### src/rtl/expr_sequencer.sv
// Moore controller sequencing the expression-solver datapath through ((A*X)+B)*X + C.
// Optional macro OVF_ABORT_EN: an ALU overflow cuts the sequence short and jumps to DONE.
module expr_sequencer #(
    parameter logic H_ADD = 1'b0,
    parameter logic H_MUL = 1'b1
) (
    input  logic       clk,
    input  logic       rst,
    input  logic       start,
    input  logic       zero,
    input  logic       overflow,
    output logic       LX,
    output logic       LS,
    output logic       LH,
    output logic       H,
    output logic [1:0] M0,
    output logic [1:0] M1,
    output logic [1:0] M2,
    output logic       busy,
    output logic       done,
    output logic       ovf_flag,
    output logic       is_zero
);

    typedef enum logic [2:0] {
        S_IDLE   = 3'd0,
        S_LOAD_X = 3'd1,
        S_MUL_AX = 3'd2,
        S_ADD_B  = 3'd3,
        S_MUL_X  = 3'd4,
        S_ADD_C  = 3'd5,
        S_DONE   = 3'd6
    } state_t;

    state_t state_q;
    logic   ovf_flag_q;
    logic   is_zero_q;
    logic   alu_step;
    logic   abort_step;

    assign alu_step = (state_q == S_MUL_AX) || (state_q == S_ADD_B) ||
                      (state_q == S_MUL_X)  || (state_q == S_ADD_C);

`ifdef OVF_ABORT_EN
    assign abort_step = overflow;
`else
    assign abort_step = 1'b0;
`endif

    always_ff @(posedge clk or negedge rst) begin
        if (!rst) begin
            state_q    <= S_IDLE;
            ovf_flag_q <= 1'b0;
            is_zero_q  <= 1'b0;
        end else begin
            case (state_q)
                S_IDLE: begin
                    if (start) begin
                        state_q    <= S_LOAD_X;
                        ovf_flag_q <= 1'b0;
                    end
                end
                S_LOAD_X: state_q <= S_MUL_AX;
                S_MUL_AX: state_q <= abort_step ? S_DONE : S_ADD_B;
                S_ADD_B:  state_q <= abort_step ? S_DONE : S_MUL_X;
                S_MUL_X:  state_q <= abort_step ? S_DONE : S_ADD_C;
                S_ADD_C:  state_q <= S_DONE;
                S_DONE: begin
                    state_q   <= S_IDLE;
                    is_zero_q <= zero;
                end
                default:  state_q <= S_IDLE;
            endcase
            // Sticky: only the accepted start in IDLE clears it, so no conflict here.
            if (alu_step && overflow) begin
                ovf_flag_q <= 1'b1;
            end
        end
    end

    always_comb begin
        LX   = 1'b0;
        LS   = 1'b0;
        LH   = 1'b0;
        H    = H_ADD;
        M0   = 2'b00;
        M1   = 2'b00;
        M2   = 2'b00;
        busy = 1'b1;
        done = 1'b0;
        case (state_q)
            S_LOAD_X: LX = 1'b1;
            S_MUL_AX: begin
                M0 = 2'b01;
                H  = H_MUL;
                LS = 1'b1;
            end
            S_ADD_B: begin
                M0 = 2'b10;
                M2 = 2'b10;
                LS = 1'b1;
            end
            S_MUL_X: begin
                M1 = 2'b10;
                H  = H_MUL;
                LS = 1'b1;
            end
            S_ADD_C: begin
                M0 = 2'b11;
                M2 = 2'b10;
                LH = 1'b1;
            end
            S_DONE:  done = 1'b1;
            default: busy = 1'b0;
        endcase
    end

    assign ovf_flag = ovf_flag_q;
    assign is_zero  = is_zero_q;

endmodule
### config.mk
export PLATFORM = sky130hd
export DESIGN_NAME = expr_sequencer
export DESIGN_NICKNAME = d
export VERILOG_FILES = /design/src/rtl/expr_sequencer.sv
export SDC_FILE = /design/constraint.sdc
export NUM_CORES = 1
export LEC_CHECK = 0
export CORE_AREA = 2 2 39 41
export CTS_BUF_LIST = sky130_fd_sc_hd__clkbuf_8
export DETAILED_ROUTE_END_ITERATION = 7
export DIE_AREA = 0 0 41 43
export HOLD_SLACK_MARGIN = 0.08
export SLEW_MARGIN = 10
export SYNTH_ARGS = -nofsm -noshare
export SYNTH_HDL_FRONTEND = slang
export SYNTH_SLANG_ARGS = --single-unit
### constraint.sdc
create_clock -name clk -period 1.3 [get_ports clk]
set_input_delay 0.195 -clock clk [delete_from_list [all_inputs] [get_ports clk]]
set_output_delay 0.195 -clock clk [all_outputs]
set_load 0.02 [all_outputs]
Word-level counts from Yosys, hierarchy flattened
Cells that the tools add are included.
{ "word_totals": {"latch_bits": 0, "regBits": 5, "out_inout_bits": 14, "ram_bits": 0, "n_memories": 0, "in_bits": 5, "romBits": 0} }
{ "op_classes": {"order_cmp": 0, "n_reduce_logical": 12, "muxes": 14, "n_addsub": 0, "bitwise_logic": 0, "eq_ne": 7, "div_mod_pow": 0, "n_shift": 0, "mul": 0} }
{ "op_table": {"columns": ["cell", "n"], "rows": [
  ["3-bit case mux with 6 select lines", 1],
  ["3-bit equality test, second input constant", 3],
  ["1-bit two-way mux", 9],
  ["3-bit by 2-bit equality test with 1-bit output, second input constant", 2],
  ["2-bit case mux with 3 select lines", 1],
  ["6-bit OR reduction", 1],
  ["2-bit two-way mux", 2],
  ["2-bit nonzero test", 2],
  ["2-bit OR reduction", 2],
  ["3-bit by 1-bit equality test with 1-bit output, second input constant", 1],
  ["3-bit zero test", 1],
  ["1-bit logical OR", 3],
  ["3-bit two-way mux", 1],
  ["3-bit OR reduction", 1],
  ["2-bit inequality test, second input constant", 1],
  ["2-bit AND reduction", 1],
  ["1-bit logical AND", 1]
]} }

Depth between registers and ports, before layout
Gate-level depths: netlist of run 1.
{ "logic_depth": {"depth_word": 7, "depth_mapped": 5} }

Worst setup path before layout of run 1
OpenSTA, ideal clock, no wires.
{ "synth_path": {"kind": "register to output", "startpoint": "register state_q[1]", "endpoint": "output M0[0]", "required_ps": 1105, "arrival_time_ps": 1222, "path_slack_ps": -117, "path_stages_with_launch": 4, "path_cell_list": "dfrtp_1 -> buf_4 -> nand2b_1 -> o21ai_0"} }
{ "synth_between": {"elab_chain_len": 2} }
{ "synth_lines": {"columns": ["element", "line", "rtl"], "rows": [
  ["start, declared", "35", "state_t state_q;"],
  ["start signal, assigned", "64", "S_MUL_AX: state_q <= abort_step ? S_DONE : S_ADD_B;"],
  ["start signal, assigned", "65", "S_ADD_B: state_q <= abort_step ? S_DONE : S_MUL_X;"],
  ["start signal, assigned", "66", "S_MUL_X: state_q <= abort_step ? S_DONE : S_ADD_C;"],
  ["3-bit equality test or 3-bit by 2-bit equality test with 1-bit output (tied branches)", "91", "case (state_q)"],
  ["2-bit case mux with 3 select lines (*)", "91", null],
  ["end, declared", "16", "output logic [1:0] M0,"]
]} }
Mark *: on every way between the ends. The rest lies on a longest branch, timed or not.

Final worst setup path of run 1
{ "layout_path": {"startpoint": "register state_q[2]", "endpoint": "output H"} }
{ "layout_between": {"elab_chain_len": 3} }
{ "layout_lines": {"columns": ["element", "line", "rtl"], "rows": [
  ["3-bit by 2-bit equality test with 1-bit output or 3-bit equality test (tied branches)", "91", null],
  ["2-bit OR reduction (no source line) (*)", null, null],
  ["1-bit two-way mux (*)", "91", null],
  ["end, declared", "15", "output logic H,"]
]} }
Marks and branches as above.

==> impl_metrics.toml, run 1 <==
[status]
status = "complete, but fails checks"
violations = "setup timing"

[clock_tree]
numCtsBuffers = 3
cts-hold-fix-buffers = 0
clockBufferDepth = 2
htree_levels = 1
clk_pin_slew_worst_paths_ns = 0.03
clock_sinks = 5
clock_latency_ns = 0.22
cts_tree = "yes"
cts-root-buf = "clkbuf_8"

[worst_hold_path]
min_path_type = "in2async"

[timing]
setup_viol = 11
hold_violations = 0
post-route-min-period_ns = 1.45
slew_viol_final = 0
min_period_over_period = 1.11
rsz0062_at_grt = "yes"
setup_slack_ns = -0.146
clock_skew_ns = 0.000901
clock.fmax_mhz = 691

[yosys]
ys_types = 24
syn_area_per_cell_um2 = 9.34
synth_seq_cells = 5
yosysSeqAreaShare = 0.327
synth_cells = 41
synth_area_um2 = 383
ys_warn_count = 0

[setup_path]
path_cells = "buf_6, xor2_1, and2b_2, buf_6"
reg2reg_slack_ns = -0.05
cpMaxStageDelayCell = "dfrtp_1"
cp.required_ns = 1.11
crit_fanout = 4
critPathKind = "reg2out"
critPathMaxStageDelay_ns = 0.42
worstPathArrival_ns = 1.25
critPathLaunchType = "flip-flop"
crit_path_frequent_cell = "buf_6"
cp-end-kind = "output port"

[power_and_ir_drop]
ir_worst_vdd_uv = 1360
p_per_area_mw_per_mm2 = 3030
leakagePower_nw = 0.371

[place]
place_congestion = 0.686
place_ws_ns = -0.362
dp.final_hpwl_um = 646
port-buffer-count = 16
placed_area_um2 = 607

[route]
vias = 373
drt_iter0_markers = 5
ant_nets = 0
detail_route.vias_per_cell = 4.34
firstDrtPassIters = 4
wl_per_cell_um = 10.2
drc_errors = 0
routed_wl_um = 878

[global_route]
grt_pass1_vias = 335
met2_usage = 0.166
grtUsageTotal = 0.116
grt_util_met1 = 0.131
use_met3 = 0.0209
grt-ovfl-total = 0
grt_max_degree = 9
antenna_found_initial = 0
grt.busiest_layer = "met2"
grt_pass1_wl_mm = 1.32

[layout]
diodes = 0
area_growth_syn_to_layout_pct = 96.1
n_fill_cell = 125
finalNetCount = 79
drive_gt1_frac = 0.571
final_util = 0.542
fin_area_um2 = 751

[floorplan]
die_y_um = 43
core_mm2 = 0.00138
ios = 19
rows = 14
dieWidth_um = 41
dieArea_mm2 = 0.00176
start_util = 0.277

[job]
maxCapViolCount = 0
[where the power goes]
group / internal (mW) / leakage, nW / switching [mW]
clock: 0.202 / 0.0269 / 0.0691
combinational: 0.901 / 0.283 / 0.801
sequential: 0.236 / 0.0610 / 0.0655
total: 1.34 / 0.371 / 0.936
[synthesized netlist by cell type (all sizes together)]
cell type,number,share of area
o22ai,1,0.016
a21oi,1,0.013
and3b,1,0.026
nand2b,3,0.049
a221oi,1,0.023
nor4b,1,0.023
mux2,1,0.039
and2,1,0.020
o21ai,1,0.013
nand3b,1,0.020
and2b,1,0.023
buf,5,0.091
or3b,1,0.023
conb,1,0.0098
ha,3,0.098
o31ai,1,0.020
mux2i,1,0.026
nor2,3,0.029
a2111oi,1,0.026
inv,5,0.049
xor2,1,0.023
dfrtp,5,0.33
nor3,1,0.013
[state kept, by name, summed over array words and instances (netlist names)]
signal / flops
is_zero: 1
ovf_flag: 1
state_q: 3
[stage by stage]
stage                     TNS, ns  hold WS [ns]  std cells  power [mW]
final                      -0.906         0.195         86        2.27
after global routing        -1.54         0.217         86        2.45
after CTS                  -0.895         0.197         84        2.12
after detailed placement    -3.02         0.429         79        1.68
after global placement      -2.97         0.429         79        1.67
after floorplan                 0        -0.101         42        1.06
[critical path: cells and delay by family (launching register included)]
kind          cells  cell delay (ns)
flops             1             0.42
simple gates      1             0.20
buf+inv           2             0.27
xor+xnor          1             0.14
[layer usage]
layer,share of wire,wire length (um)
met3,0.049,43
met4,0.0091,8
met2,0.53,465
met5,0,0
met1,0.41,361
[logic make-up after synthesis]
group	count (synthesis)	synth area share
DFF	5	0.327
buffers and inverters	10	0.141
and+or+nand+nor	13	0.226
AOI/OAI and AO/OA	6	0.111
other	1	0.00979
muxes	2	0.0653
adders and majority gates	3	0.0980
xor gates and xnor gates	1	0.0229
[timing repair]
item | CTS | global route
buffers inserted | 1 | 2
pin swaps | 2 | 1
cloned | 0 | 0
resized for setup | 66 | 10
setup endpoints to repair | 14 | 12
[final cells by class]
| type | instances | area, um^2 | share of cell area |
|---|---|---|---|
| Tap cell | 16 | 20.0 | 0.0267 |
| Sequential cell | 5 | 125 | 0.167 |
| Inverter | 5 | 21.3 | 0.0283 |
| Timing Repair Buffer | 29 | 265 | 0.353 |
| Clock buffer | 3 | 41.3 | 0.0550 |
| Multi-Input combinational cell | 27 | 274 | 0.365 |
| Clock inverter | 1 | 3.75 | 0.00500 |
[worst paths after layout]
path                                        start                endpoint  depth (start not counted)
setup / recovery           state_q[2]$_DFFE_PN0P_                       H                          4
hold reg to reg               is_zero$_DFFE_PN0P_     is_zero$_DFFE_PN0P_                          1
min in group clk              is_zero$_DFFE_PN0P_     is_zero$_DFFE_PN0P_                          1
hold / removal                                rst  state_q[2]$_DFFE_PN0P_                          1
setup reg to reg           state_q[2]$_DFFE_PN0P_     is_zero$_DFFE_PN0P_                          4
max in group asynchronous                     rst    ovf_flag$_DFFE_PN0P_                          1
[cells in the final DEF (no fill, tap or decap), types with 2 or more instances in the layout]
master           netlist  layout
ha_4                   0       2
clkdlybuf4s50_1        0       4
dfrtp_1                5       5
clkbuf_8               0       3
inv_1                  5       5
buf_6                  0      10
dlygate4sd2_1          0       2
conb_1                 1       2
nand2b_4               0       2
nor2_1                 3       2
buf_4                  4      12
No activity file was read; power rests on OpenSTA's default activity.
==> run 2, diff against run 1 <==
Settings changed: ABC_AREA from default to 1.
==> run 2 against run 1 <==
  * The flow still finishes with violations (setup timing)
  * Final cell count grew 16%
  * Synthesized cell count grew 29%
  * Maximum frequency grew 3.9%
  * Combinational power shrank 12%
  * Cell area grew 0.67%
  * Clock-buffer cell count is the same
  * Global-route usage grew 3.6 points
  * Sequential cell count is the same
  * Largest cell class unchanged
  * Highest routed layer unchanged
==> impl_metrics.toml, run 2 <==
[status]
status = "complete, but fails checks"
violations = "setup timing"

[floorplan]
start_util = 0.259
core_mm2 = 0.00138
ios = 19
dieArea_mm2 = 0.00176
rows = 14
die_y_um = 43
dieWidth_um = 41

[place]
dp.final_hpwl_um = 662
placed_area_um2 = 583
place_congestion = 0.800
port-buffer-count = 16

[clock_tree]
clock_sinks = 5
cts-hold-fix-buffers = 0
clockBufferDepth = 2
htree_levels = 1
clock_latency_ns = 0.22
cts-root-buf = "clkbuf_8"
clk_pin_slew_worst_paths_ns = 0.04
numCtsBuffers = 3
cts_tree = "yes"

[route]
drc_errors = 0
firstDrtPassIters = 3
ant_nets = 0
wl_per_cell_um = 10.5
routed_wl_mm = 1.05
detail_route.vias_per_cell = 4.29
vias = 429
drt_iter0_markers = 3

[yosys]
synth_seq_cells = 5
synth_area_um2 = 358
yosys.area.top_type_share = 0.350
syn_area_per_cell_um2 = 6.75
synth_cells = 53
yosysSeqAreaShare = 0.350
synth.most_common_cell = "nand2_1"
yosys-top-cells-area = "dfrtp_1, nand2_1, ha_1"
yosys_most_used_dff = "dfrtp_1"
synth_largest_area_cell = "dfrtp_1"
ys_async_sr_fraction = 1.00
synth_edf_count = 0
ys_types = 12
ys_warn_count = 0
synth.top_cells.by_count = "nand2_1, inv_1, nor2_1"

[power_and_ir_drop]
ir_worst_vdd_uv = 1370
p_int_mw = 1.15
netSwitchingPower_mw = 0.967
p_per_area_mw_per_mm2 = 2810
pwr-share-comb = 0.707
swShare = 0.456
leakagePower_nw = 0.402
pwr-share-clk = 0.131
seqPwrFrac = 0.162

[setup_path]
cp.required_ns = 1.11
reg2reg_slack_ns = 0.06
critPathKind = "reg2out"
crit_fanout = 5
worstPathArrival_ns = 1.20
critPathLaunchType = "flip-flop"
regToRegStartpoint = "state_q[1]$_DFFE_PN0P_"
reg2reg_depth = 7
r2r-end = "ovf_flag$_DFFE_PN0P_"
cp-end-kind = "output port"

[timing]
post-route-min-period_ns = 1.39
min_period_over_period = 1.07
finalHoldWorstSlack_ns = 0.186
setup_tns_ns = -0.501
slew_viol_final = 0
clock_skew_ns = 0.00328
hold_violations = 0
setup_slack_ns = -0.0913
setup_viol = 9
rsz0062_at_grt = "yes"
clock.fmax_mhz = 719

[layout]
final_cell_mix = "buf_4, nand2_1, buf_6"
final_common_cell = "buf_4"
largest_reg_flops = 3
n_fill_cell = 140
final_util = 0.546
fin_area_um2 = 756
drive_gt1_frac = 0.571
finalNetCount = 93
diodes = 0
area_growth_syn_to_layout_pct = 111
regMostFlops = "state_q"

[global_route]
antenna_found_initial = 0
grt-ovfl-total = 0
grt_pass1_wl_mm = 1.68
grt_pass1_vias = 407
grtUsageTotal = 0.152
grt_max_degree = 6

[worst_hold_path]
min_path_type = "in2async"

[job]
maxCapViolCount = 0
-- run 2: cell count changes in the layout (fill, tap and decap cells not counted), moves of 2 or more --
cell and change:
nand2_2 +3, nand2_1 +10, buf_6 -2, o21ai_1 +2, dfrtp_2 +3, nand3_2 +2, nand2b_4 -2, nor2_1 +2
inv_2 +4, nand3_1 +2, nor2_2 +2, dfrtp_1 -3, buf_4 +2
-- run 2: cells by family after synthesis --
group                    synth area share
other                              0.0105
AO/OA/AOI/OAI                      0.0699
adder cells (fa/ha/maj)             0.105
buffers and inverters               0.168
AND/OR/NAND/NOR                     0.297
flip-flops                          0.350
-- run 2: through the flow --
| stage | total power [mW] | instances | worst slack, ns |
|---|---|---|---|
| after floorplan | 0.925 | 54 | 0.000240 |
| after global placement | 1.50 | 91 | -0.321 |
| after global routing | 2.28 | 100 | -0.149 |
| final | 2.12 | 100 | -0.0913 |
| after CTS | 1.83 | 96 | -0.0741 |
| after detailed placement | 1.51 | 91 | -0.333 |
-- run 2: power by group through the flow --
| stage | clock network, mW | logic [mW] | registers, mW |
|---|---|---|---|
| 6_report | 0.277 | 1.50 | 0.344 |
| 3_5_place_dp | 0 | 1.20 | 0.308 |
| 4_1_cts | 0.287 | 1.21 | 0.328 |
| 5_1_grt | 0.292 | 1.63 | 0.359 |
| 2_1_floorplan | 0 | 0.576 | 0.349 |
| 3_3_place_gp | 0 | 1.19 | 0.309 |
-- run 2: final cells by class --
cell class	count	area, um^2	share of cell area
tap	16	20.0	0.0265
clock buffer	3	41.3	0.0546
multi-input combinational	36	264	0.349
clock inverter	1	3.75	0.00497
inverter	10	40.0	0.0530
sequential	5	129	0.171
timing repair buffer	29	258	0.341
-- run 2: routing by layer --
metal  vias to the layer above  routed length (um)  global-route usage
met2                        18                 570               0.231
met1                       189                 363               0.152
met5                         -                   0                   0
met3                         6                  64              0.0471
met4                         0                  55               0.140
li1                        216                   -                   -
-- run 2: timing repair --
action,in CTS,in global routing
resized for setup,65,21
pin swaps,1,4
endpoints found under the setup margin,12,10
setup buffers,1,4
-- run 2: how the worst max path moves through the flow --
stage | start | endpoint | slack, ns | cells after the start
5_1_grt | state_q[2]$_DFFE_PN0P_ | M2[1] | -0.15 | 5
4_1_cts | state_q[1]$_DFFE_PN0P_ | busy | -0.07 | 5
3_5_place_dp | state_q[2]$_DFFE_PN0P_ | busy | -0.33 | 4
3_3_place_gp | state_q[2]$_DFFE_PN0P_ | busy | -0.32 | 5
2_1_floorplan | state_q[1]$_DFFE_PN0P_ | M2[1] | 0.0002 | 4
6_report | state_q[2]$_DFFE_PN0P_ | M2[1] | -0.09 | 5
-- run 2: critical path: stages (launching register included) --
cell and delay (ns):
dfrtp_2 0.44, buf_4 0.16, nor2_4 0.10, inv_2 0.07
o21ai_4 0.06, buf_4 0.16
==> RTL edit 1: new RTL, flow settings as in run 1 <==
Change the parameter `H_MUL` from 1'b1 to 1'b0.
--- a/src/rtl/expr_sequencer.sv
+++ b/src/rtl/expr_sequencer.sv
@@ -2,7 +2,7 @@
 // Optional macro OVF_ABORT_EN: an ALU overflow cuts the sequence short and jumps to DONE.
 module expr_sequencer #(
     parameter logic H_ADD = 1'b0,
-    parameter logic H_MUL = 1'b1
+    parameter logic H_MUL = 1'b0
 ) (
     input  logic       clk,
     input  logic       rst,
Behaviour: not the same (Yosys sat finds a counterexample within 4 cycles, from zero or initial values and one cycle with rst low).
==> RTL edit 1 against run 1 <==
The run still ends with setup timing left; total power fell by 2.1%; synthesized area fell by 1.3%; routed wire length rose by 11%; sequential power rose by 2%; clock skew fell by 0.78 ps; fmax rose by 0.22%; setup slack improved by 3.1 ps; cell area rose by 1.3%; sequential cell count did not move; core utilization rose by 0.72 points.
==> RTL edit 1: results (changes against run 1) <==
stage,metric,value,unit,change
logic_synthesis,synth top area cells,"dfrtp_1, ha_1, buf_4, inv_1, mux2_4",,"was dfrtp_1, ha_1, buf_4, inv_1, nand2b_1"
critical_path,reg-to-reg startpoint,state_q[0],,was state_q[2]
logic_synthesis,post-synthesis compound-gate area fraction,10.93,%,was 11.11%
sta,final setup margin,-143.0,ps,was -146.1 ps
power_and_ir_drop,Leak,0.3511,nW,was 0.3708 nW
sta,Final setup viols,9,,was 11
critical_path,worst reg-to-reg setup slack,-20,ps,was -50 ps
logic_synthesis,sequential-to-total area share from yosys stat,33.11,%,was 32.68%
power_and_ir_drop,Worst VDD drop,1.533,mV,was 1.362 mV
outcome,failing checks,setup timing,,unchanged
placement,global placer's final weighted congestion,0.7261,,was 0.6860
cells_and_area,layout cells sized above 1,60.29,%,was 57.14%
global_routing,M3 GR Usage,9.424,%,was 2.094%
outcome,status,"finished, violations left",,unchanged
critical_path,worst setup path endpoint,M0[0],,was H
logic_synthesis,XOR/XNOR share of the synthesized area,2.318,%,was 2.288%
placement,post-DP HPWL,638.5,µm,was 646.3 µm
logic_synthesis,post-synthesis mux area share,6.623,%,was 6.536%
sta,clock skew,0.1247,ps,was 0.9013 ps
placement,Placement Cell Area,599.3,µm²,was 606.8 µm²
logic_synthesis,Commonest cells post-synth,"dfrtp_1, inv_1, buf_4",,unchanged
route,Routed WL,978,µm,was 878 µm
route,wire length per cell,11.64,µm,was 10.21 µm
sta,worst hold slack,202.0,ps,was 194.7 ps
route,Pre-antenna DRT Iters,2,,was 4
cells_and_area,nets@finish,77,,was 79
logic_synthesis,Synth Area in Adders,9.934,%,was 9.804%
global_routing,global-route wire length before repair,1.414,mm,was 1.317 mm
RTL edit 1: cell types whose count changed after synthesis, sizes merged:
cell    change
and2b       -1
nand2b      -1
and2        +1
or2b        +1
RTL edit 1: stage by stage:
stage / worst slack, ps / power, W
2_1_floorplan: -3.939 / 0.0009908
3_3_place_gp: -356.9 / 0.001570
3_5_place_dp: -353.9 / 0.001573
4_1_cts: -150.5 / 0.002020
5_1_grt: -187.2 / 0.002388
6_report: -143.0 / 0.002226
RTL edit 1: area by class of cell:
cell class | count | area (µm²)
Fill cell | 127 | 623.1
Multi-Input combinational cell | 28 | 297.8
Timing Repair Buffer | 26 | 249.0
Sequential cell | 5 | 126.4
Clock buffer | 3 | 41.29
Inverter | 5 | 21.27
Tap cell | 16 | 20.02
Clock inverter | 1 | 5.005
RTL edit 1: per-layer routing:
layer	share of wire (%)	wire, µm
met1	36	349
met2	53	520
met3	7.9	77
met4	3.1	30
met5	0	0
RTL edit 1: where the power goes:
group	internal [W]	total, W	switching (W)
Combinational	0.000838	0.00163	0.000787
Sequential	0.000239	0.000308	0.0000684
Clock	0.000207	0.000293	0.0000867
RTL edit 1: critical path, stage by stage (launching register included):
cell,delay (ps)
dfrtp_1,390
or3b_4,410
o21ai_2,80
buf_6,130
RTL edit 1: repair_timing:
item | 4_1_cts | 5_1_grt
endpoints found under the setup margin | 13 | 12
hold buffers | 0 | 0
resized for setup | 64 | 15
buffers inserted | 0 | 1
cloned | 0 | 0
pin swaps | 6 | 4
hold endpoints to repair | 0 | 0
==> RTL edit 2: new RTL, flow settings as in run 1 <==
Made on the original files. The 7 states of `state_t` get a one-hot encoding in 7 bits.
--- a/src/rtl/expr_sequencer.sv
+++ b/src/rtl/expr_sequencer.sv
@@ -22,14 +22,14 @@
     output logic       is_zero
 );
 
-    typedef enum logic [2:0] {
-        S_IDLE   = 3'd0,
-        S_LOAD_X = 3'd1,
-        S_MUL_AX = 3'd2,
-        S_ADD_B  = 3'd3,
-        S_MUL_X  = 3'd4,
-        S_ADD_C  = 3'd5,
-        S_DONE   = 3'd6
+    typedef enum logic [6:0] {
+        S_IDLE   = 7'b0000001,
+        S_LOAD_X = 7'b0000010,
+        S_MUL_AX = 7'b0000100,
+        S_ADD_B  = 7'b0001000,
+        S_MUL_X  = 7'b0010000,
+        S_ADD_C  = 7'b0100000,
+        S_DONE   = 7'b1000000
     } state_t;
 
     state_t state_q;
Formal check against the unedited RTL: no difference found for any inputs over 10 cycles, from zero or initial values and one cycle with rst low; not proved beyond that.
==> RTL edit 2 against run 1 <==
The run still ends with setup timing left; setup slack worse by 530 ps; total power is 27% lower; sequential cell count is 4 higher; sequential power is 20% higher; cell area is 41% higher; critical path depth stayed put; routed wire length is 66% higher; synthesized area is 46% higher.
==> RTL edit 2: results (changes against run 1) <==
stage,metric,value,unit,change
critical_path,Worst EP arrival,1780,ps,was 1250 ps
critical_path,cells on worst reg2reg path,4,,unchanged
logic_synthesis,Main synth FF type,dfrtp_1,,unchanged
global_routing,GRT Resource Usage Total,17.70,%,was 11.62%
route,Via-to-Cell Ratio,5.094,,was 4.337
power_and_ir_drop,Worst VDD drop,0.9554,mV,was 1.362 mV
global_routing,vias in the first global route,498,,was 335
logic_synthesis,fraction of registers with async set or reset after synthesis,100.0,%,unchanged
placement,dpl ws,-895.2,ps,was -362.2 ps
placement,global placer's final weighted congestion,0.7361,,was 0.6860
logic_synthesis,Synth Area in Adders,0,%,was 9.804%
logic_synthesis,post-synthesis mux area share,2.013,%,was 6.536%
critical_path,delay of the slowest cell on the worst path,580,ps,was 420 ps
critical_path,reg-to-reg startpoint,state_q[4],,was state_q[2]
global_routing,largest net degree at the start of global routing,10,,was 9
outcome,failing checks,setup timing,,unchanged
logic_synthesis,sequential-to-total area share from yosys stat,40.49,%,was 32.68%
cells_and_area,Largest Register,state_q,,unchanged
logic_synthesis,XOR/XNOR share of the synthesized area,4.698,%,was 2.288%
placement,Placement Cell Area,920.9,µm²,was 606.8 µm²
global_routing,initial antenna violation count,0,,unchanged
critical_path,Crit path max-delay family,simple AND/OR/NAND/NOR gates,,was flip-flops
global_routing,global-route wire length before repair,2.049,mm,was 1.317 mm
cells_and_area,layout cells sized above 1,64.44,%,was 57.14%
cells_and_area,max reg flops,7,,was 3
power_and_ir_drop,Leak,0.4615,nW,was 0.3708 nW
logic_synthesis,synth top area cells,"dfrtp_1, dfstp_2, nor2_1, nor4b_1, nor4b_4",,"was dfrtp_1, ha_1, buf_4, inv_1, nand2b_1"
sta,Final setup viols,19,,was 11
placement,post-DP HPWL,914.9,µm,was 646.3 µm
route,Pre-antenna DRT Iters,3,,was 4
outcome,status,"finished, violations left",,unchanged
logic_synthesis,post-synthesis compound-gate area fraction,10.74,%,was 11.11%
clock_tree,Worst-path clk slew,50,ps,was 30 ps
critical_path,slowest cell on the critical path,or4_4,,was dfrtp_1
sta,final setup margin,-679.3,ps,was -146.1 ps
route,Routed WL,1.457,mm,was 878 µm
route,Detailed Route Iter0 Violations,6,,was 5
sta,clock skew,5.860,ps,was 0.9013 ps
cells_and_area,nets@finish,96,,was 79
clock_tree,total CTS buffers,3,,unchanged
critical_path,Crit Path Max Fanout,3,,was 4
logic_synthesis,Yosys cell types,27,,was 24
logic_synthesis,Commonest cells post-synth,"dfrtp_1, nor2_1",,"was dfrtp_1, inv_1, buf_4"
clock_tree,Worst-Skew Late Latency,230,ps,
-- RTL edit 2: changes by cell type in the layout (fill, tap and decap cells not counted), sizes merged, moves of 2 or more --
cell / before / now
inv: 6 / 2
ha: 3 / 0
or3: 0 / 3
a21oi: 1 / 3
a211o: 0 / 2
nor4: 0 / 2
or4: 0 / 2
nor4b: 1 / 5
buf: 23 / 29
nor2: 3 / 7
dfrtp: 5 / 8
-- RTL edit 2: final timing paths --
kind	end	slack [ps]
max	busy	-680
min	state_q[5]	250
max reg2reg	ovf_flag	-590
min reg2reg	ovf_flag	480
max in group asynchronous	state_q[0]	720
min in group clk	ovf_flag	480
-- RTL edit 2: routing by layer --
layer  wire, µm  track usage, %  vias to the layer above  share of wire, %
met4         14           6.000                        0              0.96
li1           -               -                      269                 -
met2        725           25.94                       13                50
met5          0               0                        -                 0
met3         61           7.853                        2               4.2
met1        656           22.48                      256                45
-- RTL edit 2: metrics by stage --
stage               std cells  util, %  power [W]  setup TNS (ps)  hold WS, ps
floorplan                  57        -  0.0008321           -6669       -100.6
global placement          101    66.55   0.001129          -10610        477.3
detailed placement        101    66.55   0.001130          -10620        484.8
CTS                       106    72.69   0.001552           -7922        271.0
global route              106    76.31   0.001749           -8505        290.3
finish                    106    76.31   0.001669           -7689        254.9
-- RTL edit 2: what timing repair did --
item,CTS,global route
buffers inserted,2,3
endpoints found under the hold margin,0,0
gates resized for setup,69,10
pin swaps,10,4
setup endpoints to repair,21,19
-- RTL edit 2: logic make-up (layout without fill, tap and decap cells) --
logic type	after synthesis	count (layout)
compound gates	9	9
xor+xnor	3	3
buf+inv	7	40
flops	9	9
mux	1	1
other cells	1	2
simple gates	26	26
-- RTL edit 2: final cells by class --
type                            instances  area (µm²)
Tap cell                               16       20.02
Multi-Input combinational cell         41       437.9
Clock buffer                            3       41.29
Sequential cell                         9       227.7
Inverter                                1       3.754
Clock inverter                          1       3.754
Timing Repair Buffer                   35       321.6
Fill cell                              96       327.8
-- RTL edit 2: power breakdown --
group / total (W) / switching (W) / internal, W
combinational: 0.000993 / 0.000489 / 0.000504
clock: 0.000313 / 0.000107 / 0.000205
sequential: 0.000363 / 0.0000265 / 0.000336
total: 0.00167 / 0.000623 / 0.00105
